**src/rtl/rbcp_reg_responder.sv**
```systemverilog
// RBCP target: decodes SiTCP register-bus strobes into RW control bytes and RO status bytes,
// answering every mapped access with a single-cycle RBCP_ACK after an optional wait.
module rbcp_reg_responder #(
    parameter logic [31:0]         BASE_ADDR   = 32'h0000_0000,
    parameter int                  NUM_RW      = 16,
    parameter int                  NUM_RO      = 8,
    parameter int                  WAIT_CYCLES = 0,
    parameter logic [8*NUM_RW-1:0] REG_INIT    = '0
) (
    input  logic                                  CLK,
    input  logic                                  RSTn,
    input  logic                                  RBCP_ACT,
    input  logic [31:0]                           RBCP_ADDR,
    input  logic                                  RBCP_WE,
    input  logic [7:0]                            RBCP_WD,
    input  logic                                  RBCP_RE,
    output logic                                  RBCP_ACK,
    output logic [7:0]                            RBCP_RD,
    input  logic [((NUM_RO > 0) ? 8*NUM_RO : 8)-1:0] STATUS_IN,
    output logic [8*NUM_RW-1:0]                   REG_OUT,
    output logic [NUM_RW-1:0]                     REG_WSTB,
    output logic                                  MISS,
    output logic [1:0]                            dbg_state
);

    localparam logic [31:0] NUM_MAP = 32'(NUM_RW + NUM_RO);

    typedef enum logic [1:0] {
        S_IDLE = 2'd0,
        S_WAIT = 2'd1,
        S_ACK  = 2'd2
    } state_t;

    state_t              state_q, state_d;
    logic [3:0]          cnt_q, cnt_d;
    logic [7:0]          off_q, off_d;
    logic                rd_op_q, rd_op_d;
    logic                ack_q, ack_d;
    logic [7:0]          rd_q, rd_d;
    logic                miss_q, miss_d;
    logic [NUM_RW-1:0]   wstb_q, wstb_d;
    logic [8*NUM_RW-1:0] regs_q, regs_d;

    logic [31:0] off_full;
    logic        strobe;
    logic        hit;
    logic        enter_ack;
    logic [7:0]  sel_off;
    logic [7:0]  rd_mux;

    always_comb begin
        off_full  = RBCP_ADDR - BASE_ADDR;
        strobe    = RBCP_ACT && (RBCP_WE || RBCP_RE);
        hit       = off_full < NUM_MAP;
        state_d   = state_q;
        cnt_d     = cnt_q;
        off_d     = off_q;
        rd_op_d   = rd_op_q;
        ack_d     = 1'b0;
        rd_d      = 8'h00;
        miss_d    = 1'b0;
        wstb_d    = '0;
        regs_d    = regs_q;
        enter_ack = 1'b0;
        sel_off   = off_q;
        rd_mux    = 8'h00;

        case (state_q)
            S_IDLE: begin
                if (strobe) begin
                    if (!hit) begin
                        miss_d = 1'b1;
                    end else begin
                        off_d   = off_full[7:0];
                        sel_off = off_full[7:0];
                        // A simultaneous WE wins; the RE is dropped.
                        rd_op_d = !RBCP_WE;
                        for (int i = 0; i < NUM_RW; i++) begin
                            if (RBCP_WE && off_full == 32'(i)) begin
                                regs_d[8*i +: 8] = RBCP_WD;
                                wstb_d[i]        = 1'b1;
                            end
                        end
                        if (WAIT_CYCLES > 0) begin
                            state_d = S_WAIT;
                            cnt_d   = 4'(WAIT_CYCLES);
                        end else begin
                            enter_ack = 1'b1;
                        end
                    end
                end
            end
            S_WAIT: begin
                if (!RBCP_ACT) begin
                    state_d = S_IDLE;
                end else if (cnt_q <= 4'd1) begin
                    enter_ack = 1'b1;
                end else begin
                    cnt_d = cnt_q - 4'd1;
                end
            end
            S_ACK: begin
                state_d = S_IDLE;
            end
            default: begin
                state_d = S_IDLE;
            end
        endcase

        for (int i = 0; i < NUM_RW; i++) begin
            if (sel_off == 8'(i)) rd_mux = regs_q[8*i +: 8];
        end
        for (int j = 0; j < NUM_RO; j++) begin
            if (sel_off == 8'(NUM_RW + j)) rd_mux = STATUS_IN[8*j +: 8];
        end

        // Read data is captured on the same edge that enters ACK.
        if (enter_ack) begin
            state_d = S_ACK;
            ack_d   = 1'b1;
            rd_d    = rd_op_d ? rd_mux : 8'h00;
        end
    end

    always_ff @(posedge CLK) begin
        if (!RSTn) begin
            state_q <= S_IDLE;
            cnt_q   <= '0;
            off_q   <= '0;
            rd_op_q <= 1'b0;
            ack_q   <= 1'b0;
            rd_q    <= '0;
            miss_q  <= 1'b0;
            wstb_q  <= '0;
            regs_q  <= REG_INIT;
        end else begin
            state_q <= state_d;
            cnt_q   <= cnt_d;
            off_q   <= off_d;
            rd_op_q <= rd_op_d;
            ack_q   <= ack_d;
            rd_q    <= rd_d;
            miss_q  <= miss_d;
            wstb_q  <= wstb_d;
            regs_q  <= regs_d;
        end
    end

    assign RBCP_ACK  = ack_q;
    assign RBCP_RD   = rd_q;
    assign REG_OUT   = regs_q;
    assign REG_WSTB  = wstb_q;
    assign MISS      = miss_q;
    assign dbg_state = state_q;

endmodule

```
**config.mk**
```make
export PLATFORM = sky130hd
export DESIGN_NAME = rbcp_reg_responder
export DESIGN_NICKNAME = d
export VERILOG_FILES = /design/src/rtl/rbcp_reg_responder.sv
export SDC_FILE = /design/constraint.sdc
export NUM_CORES = 1
export LEC_CHECK = 0
export CORE_MARGIN = 2
export CORE_UTILIZATION = 35
export CTS_CLUSTER_DIAMETER = 30
export DETAILED_ROUTE_END_ITERATION = 6
export PLACE_DENSITY_LB_ADDON = 0.25
export SKIP_CTS_REPAIR_TIMING = 1
export SYNTH_ARGS = -nofsm -noshare
export SYNTH_HDL_FRONTEND = slang
export SYNTH_SLANG_ARGS = --single-unit
```
**constraint.sdc**
```tcl
create_clock -name CLK -period 2.6 [get_ports CLK]
set_input_delay 0.26 -clock CLK [delete_from_list [all_inputs] [get_ports CLK]]
set_output_delay 0.26 -clock CLK [all_outputs]
set_load 0.05 [all_outputs]
```
==> results of run 1 <==
[synth_stat cells (all sizes together), types with 9 or more instances]
cell,n,area (um^2)
a221oi,9,85.1
nor3,17,90.1
o21ai,20,115
nor2,96,363
a21oi,123,619
a22oi,22,165
o22ai,19,119
mux2i,45,512
nand2,176,661
inv,9,33.8
clkbuf,57,234
buf,11,129
dfxtp,163,3260
nand3,108,541
nor4,15,113
[routing by layer]
layer	routed length, um	vias to the layer above	track usage [%]	part of all wire [%]
met2	17200	593	47.6	46
li1	-	4480	-	-
met1	15400	4541	40.1	41
met4	895	0	8.60	2.4
met3	3820	65	6.50	10
met5	0	-	0	0
[worst max-delay path by stage]
stage	start	to	depth (start not counted)
final	RBCP_ADDR[5]	RBCP_RD[0]$_SDFF_PN0_	14
after global routing	RBCP_ADDR[5]	RBCP_RD[7]$_SDFF_PN0_	12
after CTS	RBCP_ADDR[19]	RBCP_RD[2]$_SDFF_PN0_	14
after detailed placement	RBCP_ADDR[19]	RBCP_RD[2]$_SDFF_PN0_	14
after global placement	RBCP_ADDR[30]	RBCP_RD[3]$_SDFF_PN0_	13
after floorplan	RBCP_ADDR[19]	RBCP_RD[3]$_SDFF_PN0_	12
[flip-flops by register name (all words and copies together) (netlist names)]
| register | flops |
|---|---|
| MISS | 1 |
| off_q | 8 |
| RBCP_ACK | 1 |
| RBCP_RD | 8 |
| REG_OUT | 128 |
| REG_WSTB | 16 |
| dbg_state | 1 |
[through the flow]
step                      area [um^2]  util [%]  setup WS (ns)  cells
after CTS                       12800      57.1         -0.667   1708
after global placement          12200      54.5          -1.06   1676
final                           13500      60.0         -0.242   1728
after detailed placement        12200      54.5          -1.10   1676
after floorplan                  8030         -        -0.0327   1000
after global routing            13500      60.0         -0.327   1728
[logic make-up (layout without fill, tap and decap cells)]
family                 count (synthesis)  after routing
other                                  1              1
AND/OR/NAND/NOR                      451            451
multiplexers                          50             50
buffers and inverters                 77            520
flip-flops                           163            163
AO/OA/AOI/OAI                        258            258
[area by class of cell]
cell class / instances / share of cell area (%)
flip-flops and latches: 163 / 24.2
repair buffers: 479 / 33.3
clock inverters: 15 / 1.26
well taps: 285 / 2.65
clock buffers: 17 / 3.16
multi-input cells: 760 / 35.1
inverters: 9 / 0.269
[critical path, stage by stage]
cell and delay (ns):
clkdlybuf4s50_1 0.44, nor3_2 0.12, nand4_1 0.13, or3_4 0.46, buf_12 0.17, buf_12 0.15, mux2i_4 0.29, a21o_1 0.24
nor2_1 0.10, buf_4 0.15, buf_4 0.13, a22o_1 0.23, a21oi_2 0.16, a31oi_1 0.11
[power by group through the flow]
stage / clock (W) / combinational (W) / sequential (W)
floorplan: 0 / 0.000120 / 0.00256
global placement: 0 / 0.000376 / 0.00255
detailed placement: 0 / 0.000375 / 0.00255
CTS: 0.00261 / 0.000378 / 0.00250
global route: 0.00272 / 0.000397 / 0.00249
finish: 0.00259 / 0.000384 / 0.00250
==> metrics.md, run 1 <==
| Metric | Value |
|---|---|
| Most used DFF post-synth | dfxtp_1 |
| Reg2Reg Depth | 13 |
| Multiplexer area fraction after synthesis | under 10% |
| Die height | 155 um |
| Post-synthesis cell count | 1,000 |
| Net Switching | around 0.0013 W |
| HP Class | primary input to flop |
| Post-Synth XOR/XNOR Area | 0% |
| Max_cap viols | 0 |
| Synth Area in Adders | 0% |
| Slew Limit Fails | 0 |
| Layout fillers | 2,002 |
| ANT cells | 0 |
| Number of global-route vias before repair | just over 9k |
| R2R setup slack | -0.22 ns |
| Vias per cell | 5.60 |
| Cell variety after synth | 73 |
| NumNets Final | about 1.5k |
| Final Critical Period | ~2.8 ns |
| Most common cell after layout, fill and taps aside | clkdlybuf4s50_1 |
| Share of cells above drive strength 1 | 24.4% |
| Worst setup SP type | primary input |
| Final setup fails | 8 |
| Total GRT Usage | just under 30% |
| Max Buffers Root-to-Sink | 2 |
| Sequential share of power | 45.7% |
| Clock Sink Count | ~160 |
| Switch share | between 20 and 25% |
| Run status | finished with violations |
| CTS Buf Count | 17 |
| Die Wd | ~150 um |
| Area grow syn2layout | 69.8% |
| Commonest non-fill, non-tap cells in the layout | 234 x clkdlybuf4s50_1, 198 x buf_4, 166 x nand2_1, 162 x dfxtp_1, 119 x a21oi_1 |
| Drt pass-1 iters | 6 |
| Min-Delay Endpoint | off_q[3]$_SDFF_PN0_ |
| FF/Latch Area | about 0.0033 mm^2 |
| # IOs | between 200 and 300 |
| Core area | around 0.022 mm^2 |
| Drt drc | 0 |
| Root Driver | clkbuf_16 |
| Post-synth EDFFs | 0 |
| WP data arrival | around 3.2 ns |
| Hold Vio Cnt, Final | 0 |
| Reg-to-reg endpoint | RBCP_RD[0]$_SDFF_PN0_ |
| Worst slew pin tran | 0.987 ns |
| DR vias | a little under 10k |
| Power Internal | ~0.0041 W |
| Hold Path Stages | 4 |
| ANT nets after route | 0 |
| DRT iter0 DRCs | ~1.1k |
| Routed len/inst | 21.5 um |
| Synth Cell Area | just under 0.008 mm^2 |
| CTS tree | built |
| Failing checks | setup timing |
| Final TNS setup | -1.38 ns |
| Worst setup path category | primary input to flop |
| Worst r2r src | dbg_state[1]$_SDFFE_PN0P_ |
| Reg clk slew, reported paths | about 0.070 ns |
| CP max FO | 13 |
| RSZ-0062 raised after global routing | true |
| Share of synthesized registers carrying an async set or reset | 0% |
| Yosys warns | 0 |
| # rows | 55 |
| DIE AREA | between 0.02 and 0.025 mm^2 |
| Post-Synth Simple-Gate Area | between 20% and 30% |
| Nature of the critical path endpoint | flop |
| Power density cells | between 400 and 500 mW/mm^2 |
| Mapped Nets | approximately 1.1k |
| Buffers on Ports | 263 |
| Critical path required time | 2.91 ns |
| Seq/Total Area, Yosys | about two fifths |
| Max transition margin | approximately a third |
| Final worst path period share | 109% |
| Gate power share | under 10% |
| Setup ws final | -0.242 ns |
| Detailed Place HPWL | 27.6 mm |
| Post-synthesis compound-gate area fraction | a little over a fifth |
| Final WL | around 37 mm |
| Syn Area/Cell | 7.93 um^2 |
| Starting Density | a little over a third |
| H-tree levels | 4 |
| Leak | 5.42 nW |
| Largest net degree at the start of global routing | roughly 150 |
| Synthesized flop and latch total | 163 |
| Clock Latency Late Sink | around 0.43 ns |
| Total chip power | 0.00547 W |
| Initial antenna violation count | 0 |
| Max rail drop VDD | roughly 0.39 mV |
| Global-route wire length before repair | 54.6 mm |
| Power share of the clock group | 47.3% |
| Multi-input logic area | between 0.004 and 0.005 mm^2 |
| Largest family of logic cells by synthesized area | simple AND/OR/NAND/NOR gates |
| GPL Wtd Cong | about 0.96 |
| Setup Skew | around 0.0079 ns |
| GRT Residual Overflow | 0 |
| Hold WS | just under 0.3 ns |
| Hold_sp | RBCP_ADDR[3] |
| Max Fclk | ~350 MHz |
No activity file was read; power rests on OpenSTA's default activity.
==> run 2: changes to the inputs <==
--- a/config.mk
+++ b/config.mk
@@ -11,6 +11,7 @@
 export DETAILED_ROUTE_END_ITERATION = 6
 export PLACE_DENSITY_LB_ADDON = 0.25
 export SKIP_CTS_REPAIR_TIMING = 1
+export SLEW_MARGIN = 20
 export SYNTH_ARGS = -nofsm -noshare
 export SYNTH_HDL_FRONTEND = slang
 export SYNTH_SLANG_ARGS = --single-unit
==> constraint.sdc (replaced) <==
create_clock -name CLK -period 3 [get_ports CLK]
set_input_delay 0.3 -clock CLK [delete_from_list [all_inputs] [get_ports CLK]]
set_output_delay 0.3 -clock CLK [all_outputs]
set_load 0.05 [all_outputs]
==> metrics.md, run 2 (synthesized netlist as in run 1, its figures left out) <==
| Metric | Value |
|---|---|
| Max transition margin | a little under a third |
| Largest register FFs | 128 |
| Reg clk slew, reported paths | around 0.070 ns |
| DRT iter0 DRCs | between 1k and 1.5k |
| CTS tree | built |
| Hold Vio Cnt, Final | 0 |
| Drt pass-1 iters | 5 |
| Final TNS setup | 0 ns |
| DR vias | 9,461 |
| GPL Wtd Cong | about 0.96 |
| HP Class | flop to flop |
| Slew Limit Fails | 0 |
| Max rail drop VDD | 0.349 mV |
| DIE AREA | roughly 0.024 mm^2 |
| ANT nets after route | 0 |
| Number of global-route vias before repair | 8,889 |
| # rows | 55 |
| Max Buffers Root-to-Sink | 2 |
| Worst slew pin tran | between 1 and 1.5 ns |
| Root Driver | clkbuf_16 |
| Share of cells above drive strength 1 | 17.9% |
| Critical path required time | ~3.3 ns |
| Detailed Place HPWL | ~28 mm |
| Max Fclk | approximately 340 MHz |
| Power density cells | about 360 mW/mm^2 |
| Worst r2r src | off_q[5]$_SDFF_PN0_ |
| CP max FO | 8 |
| Layout fillers | slightly above 2k |
| Clock Sink Count | between 150 and 200 |
| Hold_sp | REG_OUT[105]$_SDFFE_PN0P_ |
| NumNets Final | ~1.5k |
| Vias per cell | approximately 5.7 |
| Largest net degree at the start of global routing | ~150 |
| Leak | between 5 and 6 nW |
| Clock Latency Late Sink | 0.43 ns |
| Setup Skew | between 0.01 and 0.015 ns |
| Commonest non-fill, non-tap cells in the layout | 237 x clkdlybuf4s50_1, 174 x nand2_1, 163 x dfxtp_1, 142 x buf_4, 121 x a21oi_1 |
| Starting Density | a little over a third |
| Initial antenna violation count | 0 |
| Die Wd | 155 um |
| GRT Residual Overflow | 0 |
| ANT cells | 0 |
| Final Critical Period | about 3 ns |
| # IOs | 265 |
| Worst setup SP type | primary input |
| Routed len/inst | roughly 23 um |
| Global-route wire length before repair | roughly 55 mm |
| Run status | finished, final reports clean |
| Most common cell after layout, fill and taps aside | clkdlybuf4s50_1 |
| Die height | ~150 um |
| Core area | approximately 0.022 mm^2 |
| Final setup fails | 0 |
| Buffers on Ports | roughly 260 |
| Drt drc | 0 |
| Nature of the critical path endpoint | flop |
| Total GRT Usage | between 20% and 30% |
| Final worst path period share | a little over nine tenths |
| Max_cap viols | 0 |
| Critical Path Start | RBCP_ADDR[27] |
| WP data arrival | 3.23 ns |
| CTS Buf Count | 17 |
| Area grow syn2layout | 61.1% |
| H-tree levels | 4 |
| Finished Core Util | between 50% and 60% |
| Final WL | between 30 and 40 mm |
| Worst setup path category | primary input to flop |
run 2: cell types whose count changed in the layout (fill, tap and decap cells not counted), moves of 4 or more:
cell     previous run  this run
a22oi_1            18        22
a22oi_2             4         0
buf_4             198       142
nand2_1           166       174
nand2_2             9         2
nor3_1              8        14
nor3_2              7         2
o21ai_0             7        11
o22ai_1            13        19
o22ai_2             5         0
run 2: critical path, cell delays in order:
cell	delay, ns
clkdlybuf4s50_1	0.42
nor4_2	0.14
nand4_1	0.16
or3_4	0.43
clkbuf_16	0.22
a31oi_2	0.18
buf_4	0.15
o21ai_0	0.11
a221oi_1	0.24
buf_4	0.16
a31oi_2	0.15
nor4_2	0.42
o22ai_1	0.14
run 2: final timing paths:
check / endpoint / slack (ns) / cells past startpoint
setup reg to reg: RBCP_RD[1]$_SDFF_PN0_ / 0.11 / 10
hold / removal: REG_OUT[105]$_SDFFE_PN0P_ / 0.48 / 2
setup / recovery: RBCP_RD[7]$_SDFF_PN0_ / 0.08 / 13
hold reg to reg: REG_OUT[105]$_SDFFE_PN0P_ / 0.48 / 2
run 2: cell type report:
class	count	area [um^2]	area share, %
Multi-Input combinational cell	760	4460	34.9
Timing Repair Buffer	423	4090	32.0
Sequential cell	163	3260	25.5
Clock buffer	17	425	3.33
Tap cell	285	357	2.79
Clock inverter	15	148	1.16
Inverter	9	36.3	0.284
run 2: metal layers:
metal	wire (um)	global-route usage (%)	vias to the layer above
met5	0	0	-
met1	16300	41.7	4503
li1	-	-	4363
met4	565	6.79	0
met3	3490	4.82	38
met2	17300	48.4	557
run 2: metrics by stage:
step | total power (W) | hold slack, ns | instances | setup slack, ns | instance area [um^2]
final | 0.00466 | 0.477 | 1672 | 0.0817 | 12800
after floorplan | 0.00232 | 0.441 | 1000 | 0.178 | 7930
after global routing | 0.00479 | 0.495 | 1672 | -0.0198 | 12800
after global placement | 0.00253 | 0.461 | 1631 | -0.811 | 11800
after detailed placement | 0.00253 | 0.466 | 1631 | -0.830 | 11800
after CTS | 0.00467 | 0.476 | 1663 | -0.387 | 12400
run 2: power by group:
group / internal, W / leakage, nW / switching [W]
clock: 0.00117 / 0.278 / 0.00101
sequential: 0.00216 / 1.31 / 0.000000164
combinational: 0.000156 / 3.44 / 0.000169
total: 0.00349 / 5.03 / 0.00117
==> run 3: changes to the inputs <==
--- a/config.mk
+++ b/config.mk
@@ -5,8 +5,11 @@
 export SDC_FILE = /design/constraint.sdc
 export NUM_CORES = 1
 export LEC_CHECK = 0
+export ABC_CLOCK_PERIOD_IN_PS = 3000
+export CELL_PAD_IN_SITES_DETAIL_PLACEMENT = 1
+export CELL_PAD_IN_SITES_GLOBAL_PLACEMENT = 2
 export CORE_MARGIN = 2
-export CORE_UTILIZATION = 35
+export CORE_UTILIZATION = 26
 export CTS_CLUSTER_DIAMETER = 30
 export DETAILED_ROUTE_END_ITERATION = 6
 export PLACE_DENSITY_LB_ADDON = 0.25
==> metrics.md, run 3 (synthesized netlist as in run 1, its figures left out) <==
| Metric | Value |
|---|---|
| Drt pass-1 iters | 7 |
| Net Switching | ~0.0012 W |
| Critical path required time | 3.34 ns |
| Final Instance Count excl. Fillers | between 1.5k and 2k |
| DIE AREA | 0.0319 mm^2 |
| # rows | 63 |
| Final WL | between 40 and 50 mm |
| Slew Limit Fails | 0 |
| Core area | approximately 0.030 mm^2 |
| Slowest-stage cell, CP | or3_4 |
| Power density cells | roughly 370 mW/mm^2 |
| Largest register FFs | about 130 |
| Worst setup path category | primary input to flop |
| Detailed Place HPWL | about 32 mm |
| Die Wd | about 180 um |
| ANT nets after route | 0 |
| Clock Sink Count | ~160 |
| Routed len/inst | ~23 um |
| Switch share | between 20% and 30% |
| Total GRT Usage | 25.7% |
| Root Driver | clkbuf_16 |
| Final TNS setup | 0 ns |
| H-tree levels | 4 |
| WP data arrival | 3.25 ns |
| Most common cell after layout, fill and taps aside | clkdlybuf4s50_1 |
| Share of cells above drive strength 1 | 19.2% |
| Initial antenna violation count | 0 |
| Final setup fails | 0 |
| NumNets Final | roughly 1.5k |
| Reg clk slew, reported paths | approximately 0.070 ns |
| Run status | finished, final reports clean |
| CTS tree | built |
| Final Critical Period | ~2.9 ns |
| Max_cap viols | 0 |
| HP Class | primary input to flop |
| Leak | approximately 5.1 nW |
| Sequential share of power | between 40% and 50% |
| Max Fclk | roughly 340 MHz |
| Starting Density | between 20% and 30% |
| Clock Latency Late Sink | between 0.4 and 0.5 ns |
| Max transition margin | between 20% and 30% |
| Global-route wire length before repair | between 60 and 70 mm |
| Number of global-route vias before repair | 9,460 |
| Max incr delay on CP | between 0.4 and 0.5 ns |
| Setup ws final | 0.0922 ns |
| Largest net degree at the start of global routing | between 150 and 200 |
| Power share of the clock group | between 40 and 50% |
| Commonest non-fill, non-tap cells in the layout | 235 x clkdlybuf4s50_1, 173 x nand2_1, 172 x buf_4, 163 x dfxtp_1, 122 x a21oi_1 |
| Worst slew pin tran | roughly 1.1 ns |
| GPL Wtd Cong | between 0.9 and 1 |
| Max rail drop VDD | around 0.26 mV |
| # IOs | ~270 |
| Vias per cell | 5.27 |
| GRT Residual Overflow | 0 |
| Power Internal | 0.00360 W |
| Gate power share | under 10% |
| Final worst path period share | 96.9% |
| Die height | about 180 um |
| CP max FO | 8 |
| Worst setup SP type | primary input |
| Drt drc | 0 |
| Hold Vio Cnt, Final | 0 |
| Dpl ws | -0.858 ns |
| Setup Skew | ~0.019 ns |
| ANT cells | 0 |
| Nature of the critical path endpoint | flop |
| CTS Buf Count | 17 |
| Area grow syn2layout | 64.9% |
| DRT iter0 DRCs | between 700 and 800 |
| DR vias | 9,489 |
| Ordered list of cells on the worst path | clkdlybuf4s50_1 -> nand2_1 -> nand4_1 -> or3_4 -> buf_12 -> mux2i_4 -> buf_6 -> a21oi_4 -> nand2_2 -> o22ai_2 -> nor2_1 -> a222oi_1 -> buf_4 -> o2bb2ai_2 |
| Max Buffers Root-to-Sink | 2 |
| Buffers on Ports | between 200 and 300 |
| Cell total after placement | about 1.8k |
==> run 3: final timing paths <==
path / from / endpoint / slack, ns / cells after the start
max reg2reg: dbg_state[1]$_SDFFE_PN0P_ / RBCP_RD[1]$_SDFF_PN0_ / 0.10 / 13
max: RBCP_ADDR[4] / RBCP_RD[1]$_SDFF_PN0_ / 0.09 / 14
min: RBCP_ADDR[3] / off_q[3]$_SDFF_PN0_ / 0.35 / 4
min reg2reg: off_q[4]$_SDFF_PN0_ / off_q[4]$_SDFF_PN0_ / 0.48 / 2
==> run 3: final cells by class <==
class,instances,area (um^2)
flip-flops and latches,163,3260
multi-input cells,761,4440
repair buffers,447,4240
clock buffers,19,443
well taps,390,488
fillers,3533,16700
inverters,9,36.3
clock inverters,13,161
==> run 3: stage by stage <==
| stage | total power, W | hold WS, ns | cell area [um^2] | utilization (%) |
|---|---|---|---|---|
| floorplan | 0.00232 | 0.441 | 7930 | - |
| finish | 0.00481 | 0.346 | 13100 | 43.9 |
| detailed placement | 0.00253 | 0.464 | 12100 | 40.7 |
| CTS | 0.00484 | 0.475 | 12700 | 42.7 |
| global placement | 0.00254 | 0.450 | 12100 | 40.7 |
| global route | 0.00494 | 0.361 | 13100 | 43.9 |
==> run 3: power by group through the flow <==
stage,clock network [W],logic (W),registers [W]
3_5_place_dp,0,0.000320,0.00221
4_1_cts,0.00236,0.000322,0.00216
6_report,0.00232,0.000321,0.00216
5_1_grt,0.00244,0.000338,0.00216
2_1_floorplan,0,0.000101,0.00222
3_3_place_gp,0,0.000323,0.00221
==> run 3: per-layer routing <==
layer	track usage (%)	vias to the layer above	wire [um]
met4	6.40	0	586
met5	0	-	0
met1	35.5	4703	19500
li1	-	4411	-
met2	40.6	345	18900
met3	5.33	30	3280
==> run 3: critical path: cells and delay by family <==
family | cells | cell delay [ns]
compound gates | 4 | 0.89
buf+inv | 4 | 0.99
mux | 1 | 0.20
simple gates | 5 | 0.85
